--- src/rtl/booth_radix4_seq_mul_pkg.sv ---
// Shared widths and FSM state encodings for the
// sequential radix-4 Booth multiplier.
package booth_radix4_seq_mul_pkg;

   localparam int OP_W   = 8;
   localparam int PROD_W = 16;
   localparam int DIGITS = 4;

   localparam logic [1:0] ST_IDLE = 2'd0;
   localparam logic [1:0] ST_BUSY = 2'd1;
   localparam logic [1:0] ST_DONE = 2'd2;

endpackage

--- src/rtl/booth_radix4_seq_mul_enc.sv ---
// One radix-4 Booth encoder row: selects 0, +-a or +-2a
// as a one's-complement value plus a +1 correction bit.
module booth_radix4_enc
   import booth_radix4_seq_mul_pkg::*;
(
   input  logic [OP_W-1:0] data_i,
   input  logic [2:0]      triplet_i,
   output logic [OP_W:0]   res,
   output logic            sign
);

   logic [OP_W:0] mag;

   always_comb begin
      mag = '0;
      case (triplet_i)
         3'b001, 3'b010,
         3'b101, 3'b110: mag = {data_i[OP_W-1], data_i};
         3'b011, 3'b100: mag = {data_i, 1'b0};
         default:        mag = '0;
      endcase
      sign = triplet_i[2];
      res  = sign ? ~mag : mag;
   end

endmodule

--- src/rtl/booth_radix4_seq_mul.sv ---
// Iterative signed 8x8 multiplier retiring one radix-4 Booth
// digit per cycle through a single shared encoder row.
module booth_radix4_seq_mul
   import booth_radix4_seq_mul_pkg::*;
#(
   parameter bit EARLY_TERM = 1'b1
) (
   input  logic              clk,
   input  logic              nreset,
   input  logic              valid_i,
   input  logic [OP_W-1:0]   a_i,
   input  logic [OP_W-1:0]   b_i,
   output logic              ready_o,
   output logic              valid_o,
   output logic [PROD_W-1:0] res_o,
   input  logic              ready_i,
   output logic              busy_o
);

   logic [1:0]        state_q;
   logic [1:0]        k_q;
   logic [OP_W-1:0]   a_q;
   logic [OP_W-1:0]   b_q;
   logic [PROD_W-1:0] acc_q;
   logic [PROD_W-1:0] res_q;

   logic [OP_W:0]     b_ext;
   logic [2:0]        triplet;
   logic [OP_W:0]     enc_res;
   logic              enc_sign;
   logic [PROD_W-1:0] pp;
   logic [PROD_W-1:0] acc_nxt;
   logic [OP_W-1:0]   b_rest;
   logic              rest_zero;
   logic              last;

   assign b_ext   = {b_q, 1'b0};
   assign triplet = b_ext[{k_q, 1'b0} +: 3];

   booth_radix4_enc u_enc (
      .data_i    (a_q),
      .triplet_i (triplet),
      .res       (enc_res),
      .sign      (enc_sign)
   );

   assign pp = {{(PROD_W-OP_W-1){enc_res[OP_W]}}, enc_res}
             + {{(PROD_W-1){1'b0}}, enc_sign};
   assign acc_nxt = acc_q + (pp << {k_q, 1'b0});

   // Upper digits are all zero when b[7:2k+1] is a pure sign run.
   assign b_rest    = OP_W'($signed(b_q) >>> {k_q, 1'b1});
   assign rest_zero = (b_rest == '0) || (b_rest == '1);
   assign last      = (k_q == 2'(DIGITS-1))
                    || (EARLY_TERM && rest_zero);

   assign ready_o = (state_q == ST_IDLE);
   assign busy_o  = (state_q == ST_BUSY);
   assign valid_o = (state_q == ST_DONE);
   assign res_o   = res_q;

   always_ff @(posedge clk) begin
      if (!nreset) begin
         state_q <= ST_IDLE;
         k_q     <= '0;
         a_q     <= '0;
         b_q     <= '0;
         acc_q   <= '0;
         res_q   <= '0;
      end else begin
         case (state_q)
            ST_IDLE: begin
               if (valid_i) begin
                  a_q     <= a_i;
                  b_q     <= b_i;
                  acc_q   <= '0;
                  k_q     <= '0;
                  state_q <= ST_BUSY;
               end
            end
            ST_BUSY: begin
               acc_q <= acc_nxt;
               if (last) begin
                  res_q   <= acc_nxt;
                  state_q <= ST_DONE;
               end else begin
                  k_q <= k_q + 2'd1;
               end
            end
            ST_DONE: begin
               if (ready_i)
                  state_q <= ST_IDLE;
            end
            default: state_q <= ST_IDLE;
         endcase
      end
   end

endmodule

--- config.mk ---
export PLATFORM = sky130hd
export DESIGN_NAME = booth_radix4_seq_mul
export DESIGN_NICKNAME = d
export VERILOG_FILES = /design/src/rtl/booth_radix4_seq_mul_pkg.sv /design/src/rtl/booth_radix4_seq_mul_enc.sv /design/src/rtl/booth_radix4_seq_mul.sv
export SDC_FILE = /design/constraint.sdc
export NUM_CORES = 1
export LEC_CHECK = 0
export CAP_MARGIN = 5
export CORE_AREA = 2 2 76 114
export DETAILED_ROUTE_END_ITERATION = 7
export DIE_AREA = 0 0 78 116
export PLACE_DENSITY_LB_ADDON = 0.05
export SYNTH_ARGS = -nofsm -noshare
export SYNTH_HDL_FRONTEND = slang
export SYNTH_HIERARCHICAL = 1
export SYNTH_SLANG_ARGS = --single-unit
--- constraint.sdc ---
create_clock -name clk -period 6.7 [get_ports clk]
set_input_delay 1.34 -clock clk [delete_from_list [all_inputs] [get_ports clk]]
set_output_delay 1.34 -clock clk [all_outputs]
set_load 0.01 [all_outputs]
# After elaboration in Yosys (flattened, before gate mapping)
# Cells that the tools add are included.
# word_totals
out_inout_bits	19
input_bits	20
reg_bits	52
# classes
eq_ne	14
addsub	3
shift	3
bitwise_logic	1
n_reduce_logical	12
muxes	11
# op_table
operator	n
$pmux 16 s2	1
$pmux 9 s2	1
$add 16x16->16	1
$mux 16	1
$shl 16x3->16	1
$add 9x2->10	1
$mux 2	5
$eq 3x3->1 const B	3
$mux 9	1
$not 9->9	1
$shiftx 9x4->3	1
$eq 8x8->1 const B	1
$logic_not 8->1	1
$sshr 8x3->8	1
$eq 3x2->1 const B	2
$pmux 2 s3	1
$reduce_and 2->1	3
$reduce_and 3->1	2
$eq 2x2->1 const B	2
$ne 2x1->1 const B	2
$ne 2x2->1 const B	2
$pmux 2 s2	1
$reduce_or 4->1	1
$eq 3x1->1 const B	1
6 further kinds	7

# Longest topological paths before layout
# logic_depth
depth_word	10
mapped_depth	27

# Modules after synthesis
# Netlist, hierarchy kept.
# modules_own_cells
mod	n_inst	area_each_um2	cells_per_inst	seq_area_each_um2
booth_radix4_seq_mul	1	3206.8	404	1041.0
booth_radix4_enc	1	337.8	45	0.0

# Worst setup path after synthesis
# Ideal clock, no wire load.
# synth_path
path_type	flip-flop to flip-flop
from	register k_q[0]
to	register acc_q[14]
slack_ns	1.691
path_stages_with_launch	24
t_required_ns	6.565
t_arrival_ns	4.874
period_less_slack_ns	5.009
cell_sequence	dfxtp_1 > buf_6 > clkbuf_1 > clkbuf_1 > mux2i_1 > o2bb2ai_1 > inv_1 > ha_1 > buf_6 > a22o_1 > a21oi_1 > nand3_1 > or3_1 > nand2_1 > mux2i_1 > nor2_1 > a21oi_1 > ha_1 > and2_1 > clkbuf_1 > a32o_1 > or2_2 > o311ai_0 > o21ai_0
# synth_between
elab_chain_cells	10
elab_cells_between_ends	16
cone_classes	add/sub: 2; eq/ne: 6; shift: 2; mux: 3; bitwise: 1; reduce/logical: 2
# synth_lines
element	line_no	text
start, declared	booth_radix4_seq_mul.sv:21	logic [1:0] k_q;
start signal, assigned	booth_radix4_seq_mul.sv:87	k_q <= k_q + 2'd1;
$shiftx 9x4->3 *	booth_radix4_seq_mul.sv:38	assign triplet = b_ext[{k_q, 1'b0} +: 3];
net triplet[0]	booth_radix4_seq_mul.sv:28	logic [2:0] triplet;
$eq 3x1->1 (tied with other cells)	booth_radix4_seq_mul_enc.sv:16	case (triplet_i)
$reduce_or 4->1 / $reduce_or 2->1 (equally long branches)	booth_radix4_seq_mul_enc.sv:16	
$pmux 9 s2 *	booth_radix4_seq_mul_enc.sv:16	
$not 9->9	booth_radix4_seq_mul_enc.sv:23	res = sign ? ~mag : mag;
$mux 9 *	booth_radix4_seq_mul_enc.sv:23	
net enc_res[6]	booth_radix4_seq_mul.sv:29	logic [OP_W:0] enc_res;
$add 9x2->10 *	booth_radix4_seq_mul.sv:48	+ {{(PROD_W-1){1'b0}}, enc_sign};
$shl 16x3->16 *	booth_radix4_seq_mul.sv:49	assign acc_nxt = acc_q + (pp << {k_q, 1'b0});
$add 16x16->16 *	booth_radix4_seq_mul.sv:49	
$pmux 16 s2 *	booth_radix4_seq_mul.sv:71	case (state_q)
end signal, assigned	booth_radix4_seq_mul.sv:82	acc_q <= acc_nxt;
end, declared	booth_radix4_seq_mul.sv:24	logic [PROD_W-1:0] acc_q;
# Mark *: on every way through the listed nets, which the timed path passes. The rest lies on a longest branch.
# A chain may end at the register's enable or synchronous reset.

# Worst setup path in the final report
# Ends and elaborated chain as after synthesis.

==> flow_summary.yaml <==
timing:
  worst_slew_margin_rel_pct: 33.18
  hold_viol_final: 0
  slew_violations: 0
  final.setup.tns_ps: 0
  setup_viol: 0
  rsz0062_at_grt: "no"
  max_freq_mhz: 175.5
  fin_crit_sh_pct: 85.03
  fin_crit_ps: 5697
  final.setup_skew_ps: 14.53
  worst_slew_pin_slew_ps: 998.6
  setup_ws_ps: 1003
setup_path:
  required_ps: 6870
  cp.arrival_ps: 5870
  critPathLaunchType: "flop"
  cp-end-kind: "flop"
  worst-path-max-fanout: 26
  crit_type: "reg -> reg"
synth:
  yosys_register_bits: 52
  synth_async_sr_flop_share_pct: 0
  yosys_most_used_dff: "dfxtp_1"
  synthCells: 449
  synth_cell_types: 63
  postSynthAreaPerCell_sq_um: 7.895
  synth_edf_count: 0
  ys_warn_count: 6
  synth_area_sq_mm: 0.003545
  yosysSeqAreaShare_pct: 29.37
  synth_nets: 492
die:
  start_util_pct: 44.27
  ios: 39
  die_w_um: 78
  die_area_sq_mm: 0.009048
  die_h_um: 116
  core.rowCount: 40
  core_area_sq_mm: 0.008008
placed_design:
  numPortBuffers: 38
  dp_slack_ps: 1015
  place_hpwl_um: 6660
  dp_cells: 564
  place.gp.congestion: 0.8538
grt:
  track_usage_pct: 20.47
  grt_pass1_wl_um: 14840
  grt-ovfl-total: 0
  grt_pass1_vias: 3229
  grt_antenna_before_repair: 0
  grt_max_degree: 29
final_layout:
  stdcell_count: 572
  area_growth_pct: 14.72
  nets: 509
  antennaDiodeCount: 0
  drive_gt1_share_pct: 5.567
  mostFrequentLayoutCells: "nand2_1, a21oi_1, dfxtp_1, clkdlybuf4s50_1, nor2_1"
  layout_commonest_cell: "nand2_1"
routing:
  drt_pass1_iterations: 4
  viasPerCell: 5.642
  dr.first_iter.drc_count: 176
  drc: 0
  antenna_left: 0
  wl_per_cell_um: 15.53
  vias: 3227
  wl_um: 8882
cts:
  clk_path_buf_depth: 2
  numCtsBuffers: 5
  hold_buffers: 0
  htreeDepth: 2
  clk_pin_slew_worst_paths_ps: 80
  cts_tree: "built"
  cts_resized: 0
  clockRootBuffer: "clkbuf_16"
  clock_sinks: 52
  postCtsSetupBuffers: 0
  clk_latency_ps: 310
run:
  drv_cap: 0
pwr:
  p_leak_nw: 1.604
  ir_drop_v: 0.0001886
  power_density_mw_per_mm2: 281.5
status:
  outcome: "finished clean"
min_path:
  min_path_type: "reg -> reg"
## per-layer routing
layer / track usage [%] / wire, um / vias to the layer above
met3: 2.804 / 169 / 14
met4: 8.187 / 231 / 0
met1: 23.23 / 3847 / 1520
met5: 0 / 0 / -
li1: - / - / 1649
met2: 38.39 / 4633 / 44
## power breakdown
part | total (mW) | switching [mW] | leakage, nW | internal (mW)
combinational | 0.491 | 0.291 | 1.11 | 0.200
clock | 0.268 | 0.127 | 0.0744 | 0.141
sequential | 0.385 | 0.0391 | 0.423 | 0.346
## final cells by class
type	instances	area (sq um)
Clock buffer	5	125.1
Clock inverter	3	26.28
Fill cell	803	3941
Inverter	14	52.55
Multi-Input combinational cell	351	2280
Sequential cell	52	1041
Tap cell	105	131.4
Timing Repair Buffer	42	410.4
## synthesized netlist by cell type (all sizes together), types with 5 or more instances
cell	count	area share, %
dfxtp	52	29
xor2	6	1.5
o21ai	24	3.4
a221oi	6	1.7
nand3	15	2.1
a31oi	6	1.1
nand2	67	7.3
xnor2	11	2.7
mux2i	15	4.2
nor2	35	3.7
ha	22	7.8
a22oi	6	1.3
clkbuf	20	2.1
inv	13	1.4
a22o	6	1.5
buf	12	2.7
a21oi	54	7.7
nand2b	5	0.88
a21o	6	1.3
## registers in the layout, summed over array words and instances, names as in the netlist
signal / cells
a_q: 8
b_q: 8
res_o: 16
acc_q: 16
k_q: 2
state_q: 2
## worst max-delay path, cell delays in order, from the launching register on
cell and delay (ps):
dfxtp_1 890, mux4_2 640, inv_1 90, ha_1 410, a22o_1 310, a21oi_1 420, nand3_1 220, or3_1 420
nand2_1 190, mux2i_1 100, nor2_1 90, a21oi_1 60, ha_1 360, and2_1 240, a32o_1 300, or2_2 270
o311ai_0 400, o21ai_0 150
## cell families after synthesis
kind of cell	after synthesis	synth area share, %
compound gates	143	26.40
xor+xnor	17	4.200
fa+ha+maj	23	8.330
buf+inv	46	6.318
flops	52	29.37
mux	19	6.142
simple gates	149	19.24
## through the flow
step / utilization (%) / cell area (sq um) / hold WS (ps) / total power [mW]
CTS: 50.78 / 4066 / 469.4 / 1.158
finish: 50.78 / 4066 / 465.3 / 1.145
global route: 50.78 / 4066 / 490.0 / 1.228
detailed placement: 48.89 / 3915 / 459.4 / 0.8853
floorplan: - / 3545 / 433.4 / 0.7603
global placement: 48.89 / 3915 / 460.3 / 0.8808
## worst paths after layout
path	startpoint	end	slack, ps	cells after the start
worst max-delay path	k_q[0]$_SDFFE_PN0P_	acc_q[14]$_SDFFE_PN0P_	1000	17
worst max register to register	k_q[0]$_SDFFE_PN0P_	acc_q[14]$_SDFFE_PN0P_	1000	17
worst min-delay path	acc_q[8]$_SDFFE_PN0P_	acc_q[8]$_SDFFE_PN0P_	470	2
worst min register to register	acc_q[8]$_SDFFE_PN0P_	acc_q[8]$_SDFFE_PN0P_	470	2
Note: power is estimated with default switching activity, not from simulation.
